--- src/rtl/logic_vec_pkg.sv ---
// Shared definitions for the multi-lane bitwise logic pipeline.
// Op encodings and the per-bit operation evaluator.
package logic_vec_pkg;

    localparam logic [1:0] OP_NOT = 2'd0;
    localparam logic [1:0] OP_AND = 2'd1;
    localparam logic [1:0] OP_OR  = 2'd2;
    localparam logic [1:0] OP_XOR = 2'd3;

    // Ops are bitwise, so evaluating one bit position serves every lane and width.
    function automatic logic eval_bit(input logic [1:0] op, input logic a, input logic b);
        logic r;
        case (op)
            OP_NOT:  r = ~a;
            OP_AND:  r = a & b;
            OP_OR:   r = a | b;
            OP_XOR:  r = a ^ b;
            default: r = 1'b0;
        endcase
        return r;
    endfunction

endpackage

--- src/rtl/pipe_stage.sv ---
// One valid/ready register slice: holds a beat and passes it downstream.
// Loads whenever it is empty or its current beat is leaving this cycle.
module pipe_stage #(
    parameter int unsigned DW = 32
) (
    input  logic          clock,
    input  logic          reset,
    input  logic          up_valid,
    output logic          up_ready,
    input  logic [DW-1:0] up_data,
    output logic          dn_valid,
    input  logic          dn_ready,
    output logic [DW-1:0] dn_data
);

    logic          valid_q;
    logic [DW-1:0] data_q;

    assign up_ready = ~valid_q | dn_ready;
    assign dn_valid = valid_q;
    assign dn_data  = data_q;

    always_ff @(posedge clock) begin
        if (reset) begin
            valid_q <= 1'b0;
            data_q  <= '0;
        end else if (up_ready) begin
            valid_q <= up_valid;
            // An empty slot keeps its stale data; only real beats overwrite it.
            if (up_valid) begin
                data_q <= up_data;
            end
        end
    end

endmodule

--- src/rtl/logic_vec_pipe.sv ---
// Pipelined multi-lane bitwise logic unit (NOT/AND/OR/XOR) with valid/ready flow.
// Result is computed in front of stage 0; later stages only carry data.
module logic_vec_pipe
    import logic_vec_pkg::*;
#(
    parameter int unsigned WIDTH  = 8,
    parameter int unsigned LANES  = 4,
    parameter int unsigned STAGES = 2
) (
    input  logic                   clock,
    input  logic                   reset,
    input  logic                   in_valid,
    output logic                   in_ready,
    input  logic [1:0]             op,
    input  logic [LANES*WIDTH-1:0] a,
    input  logic [LANES*WIDTH-1:0] b,
    output logic                   out_valid,
    input  logic                   out_ready,
    output logic [LANES*WIDTH-1:0] y
);

    localparam int unsigned DW = LANES * WIDTH;

    logic [DW-1:0] result;

    always_comb begin
        result = '0;
        for (int i = 0; i < DW; i++) begin
            result[i] = eval_bit(op, a[i], b[i]);
        end
    end

    // Per-stage handshake nets live inside each generate block to keep the
    // combinational ready chain free of self-referencing vectors.
    for (genvar s = 0; s < STAGES; s++) begin : g_stage
        logic          up_valid;
        logic          up_ready;
        logic [DW-1:0] up_data;
        logic          dn_valid;
        logic          dn_ready;
        logic [DW-1:0] dn_data;

        if (s == 0) begin : g_first
            assign up_valid = in_valid & ~reset;
            assign up_data  = result;
        end else begin : g_mid
            assign up_valid = g_stage[s-1].dn_valid;
            assign up_data  = g_stage[s-1].dn_data;
        end

        if (s == STAGES - 1) begin : g_last
            assign dn_ready = out_ready;
        end else begin : g_inner
            assign dn_ready = g_stage[s+1].up_ready;
        end

        pipe_stage #(
            .DW(DW)
        ) u_stage (
            .clock    (clock),
            .reset    (reset),
            .up_valid (up_valid),
            .up_ready (up_ready),
            .up_data  (up_data),
            .dn_valid (dn_valid),
            .dn_ready (dn_ready),
            .dn_data  (dn_data)
        );
    end

    assign in_ready  = g_stage[0].up_ready & ~reset;
    assign out_valid = g_stage[STAGES-1].dn_valid;
    assign y         = g_stage[STAGES-1].dn_data;

endmodule

--- config.mk ---
export PLATFORM = sky130hd
export DESIGN_NAME = logic_vec_pipe
export DESIGN_NICKNAME = d
export VERILOG_FILES = /design/src/rtl/logic_vec_pkg.sv /design/src/rtl/pipe_stage.sv /design/src/rtl/logic_vec_pipe.sv
export SDC_FILE = /design/constraint.sdc
export NUM_CORES = 1
export LEC_CHECK = 0
export BUFFER_PORTS_ARGS = -buffer_cell sky130_fd_sc_hd__buf_2
export CAP_MARGIN = 20
export CORE_ASPECT_RATIO = 1.4
export CORE_UTILIZATION = 60
export DETAILED_ROUTE_END_ITERATION = 10
export PLACE_DENSITY = 0.87
export SYNTH_ARGS = -nofsm -noshare
export SYNTH_HDL_FRONTEND = slang
export SYNTH_HIERARCHICAL = 1
export SYNTH_SLANG_ARGS = --single-unit
--- constraint.sdc ---
create_clock -name clock -period 3.75 [get_ports clock]
set_input_delay 0.75 -clock clock [delete_from_list [all_inputs] [get_ports clock]]
set_output_delay 0.75 -clock clock [all_outputs]
set_load 0.02 [all_outputs]
==> results.json <==
{
  "status": "finished clean",
  "netlist_top_cells_count": "98 x inv_1, 66 x dfxtp_1, 64 x ha_1, 64 x nand3_1, 54 x a21oi_1",
  "drcViolationCount": 0,
  "ctsResizeCount": 0,
  "max_cap_violations": 0,
  "critPathLaunchType": "input pin",
  "totalWireLength_um": 9750,
  "dr_wl_met2_um": 5040,
  "r2r_cells": 5,
  "yosysMostFrequentCell": "inv_1",
  "post_cts_buffers": 0,
  "grt_max_degree": 68,
  "portBuffers": 103,
  "max_freq_mhz": 403,
  "r2r-end": "g_stage[0].u_stage/dn_data[17]",
  "grtUsageTotal": 0.244,
  "min_period_ns": 2.48,
  "critPathKind": "input pin to output port",
  "grt_pass1_wl_um": 16400,
  "yosys-top-cells-area": "dfxtp_1 27%, ha_1 16%, mux4_2 13%",
  "area_growth_pct": 12.3,
  "synth_nets": 636,
  "wire_per_inst_um": 14.3,
  "die_y_um": 109,
  "highest_layer": "met4",
  "wl_met1_um": 4170,
  "place_congestion": 0.786,
  "clock_latency_ns": 0.34,
  "skew_ns": 0.00828,
  "cts_made_buffers": 9,
  "rows": 38,
  "slew_headroom": 0.374,
  "coreArea_um2": 7850,
  "num-nets-final": 712,
  "slew_viol_final": 0,
  "fin_crit_sh": 0.662,
  "ys_types": 18,
  "hold_violations": 0,
  "critPathRequiredTime_ns": 3.00,
  "dieArea_um2": 8520,
  "start_util": 0.623,
  "first_pass_iters": 4,
  "cp_data_arrival_time_ns": 1.73,
  "cp-endpoint": "in_ready",
  "synth_ff_type": "dfxtp_1",
  "rsz0062_at_grt": "no",
  "cts_tree": "yes",
  "drive_gt1_frac": 0.376,
  "io_pins": 104,
  "cts.sinks": 66,
  "ctsHoldBuffers": 0,
  "grt_remaining_overflow": 0,
  "p_total_mw": 1.64,
  "synth_area_um2": 4890,
  "antenna_found_initial": 0,
  "synthArstFlopShare": 0,
  "die-width_um": 78.3,
  "dp_hpwl_um": 7110,
  "met3WireLength_um": 329,
  "grt_pass1_vias": 3619,
  "avgSynthCellArea_um2": 9.74,
  "tightest_slew_ns": 0.940,
  "cp_max_fo": 67,
  "diodes": 0,
  "clk_pin_slew_ns": 0.06,
  "clk_path_buf_depth": 2,
  "synth-seq-cells": 66,
  "synth-edff-count": 0,
  "min_path_type": "flop to flop",
  "viasPerCell": 5.52,
  "syn-instance-count": 502,
  "drt_iter0_drc": 261,
  "critPathLaunch": "reset",
  "ant_nets": 0,
  "htree_levels": 3,
  "ir_worst_vdd_v": 0.000197,
  "r2r-start": "g_stage[1].u_stage/dn_valid",
  "nFillCells": 614,
  "tns_ns": 0,
  "netlist.area_leader.share": 0.270,
  "num_vias": 3770,
  "p_per_area_nw_per_um2": 298,
  "ys_seq_area_frac": 0.270,
  "setup_viol": 0,
  "leakage_nw": 2.68,
  "yosys_warnings": 6,
  "synth_top_cell_by_area": "dfxtp_1",
  "crit_path_end_kind": "output port",
  "cts_root_buf": "clkbuf_8",
  "reg2reg_slack_ns": 2.21
}
-- worst max-delay path, cell delays in order --
cell and delay [ns]:
buf_2 0.11, buf_4 0.60, nor2b_1 0.09, buf_2 0.18
-- logic make-up after synthesis --
group	share of synthesized area
buffers and inverters	0.135
muxes	0.150
DFF	0.270
AOI/OAI and AO/OA	0.208
adders and majority gates	0.164
and+or+nand+nor	0.0737
-- power breakdown --
part | total (mW) | leakage (nW) | internal (mW) | switching (mW)
Sequential | 0.739 | 0.536 | 0.726 | 0.0130
Clock | 0.593 | 0.101 | 0.343 | 0.250
Combinational | 0.306 | 2.04 | 0.154 | 0.152
-- routing by layer --
layer  track usage  up-vias
li1              -     1855
met1         0.309     1805
met2         0.417       93
met3        0.0360       17
met4        0.0966        0
met5             0        -
-- flip-flops by register name, summed over array words and instances, names as in the netlist --
register and cells:
g_stage.u_stage/dn_valid 2, g_stage.u_stage/dn_data 64
-- layout make-up --
class	instances	area, µm²	share of cell area
tap	100	125	0.0228
inverter	98	368	0.0670
clock buffer	14	163	0.0296
multi-input combinational	294	2920	0.531
clock inverter	2	35.0	0.00638
timing repair buffer	109	561	0.102
sequential	66	1320	0.241
-- metrics by stage --
step	instances	cell area, µm²	util	setup slack [ns]	hold WS (ns)
after floorplan	502	4890	-	1.06	0.438
after global placement	667	5290	0.675	1.26	0.462
after detailed placement	667	5290	0.675	1.25	0.475
after CTS	683	5490	0.700	1.26	0.485
after global routing	683	5490	0.700	1.21	0.498
final	683	5490	0.700	1.27	0.482
-- worst min path at each step --
| stage | start | endpoint | slack [ns] | cells after the start |
|---|---|---|---|---|
| 2_1_floorplan | g_stage[0].u_stage/dn_data[28] | g_stage[1].u_stage/dn_data[28] | 0.44 | 2 |
| 3_3_place_gp | g_stage[0].u_stage/dn_data[28] | g_stage[1].u_stage/dn_data[28] | 0.46 | 2 |
| 3_5_place_dp | g_stage[0].u_stage/dn_data[28] | g_stage[1].u_stage/dn_data[28] | 0.47 | 2 |
| 4_1_cts | g_stage[0].u_stage/dn_data[5] | g_stage[1].u_stage/dn_data[5] | 0.48 | 2 |
| 5_1_grt | g_stage[0].u_stage/dn_data[11] | g_stage[1].u_stage/dn_data[11] | 0.50 | 2 |
| 6_report | g_stage[0].u_stage/dn_data[5] | g_stage[1].u_stage/dn_data[5] | 0.48 | 2 |
-- cell usage in the layout, fill, tap and decap left out, drive strengths merged --
master / n
nand2b: 2
buf: 109
clkinv: 1
bufinv: 1
clkbuf: 14
ha: 64
dfxtp: 66
nor2b: 2
nand3: 64
mux4: 32
a21oi: 66
a21bo: 64
inv: 98
Note: power is estimated with default switching activity, not from simulation.
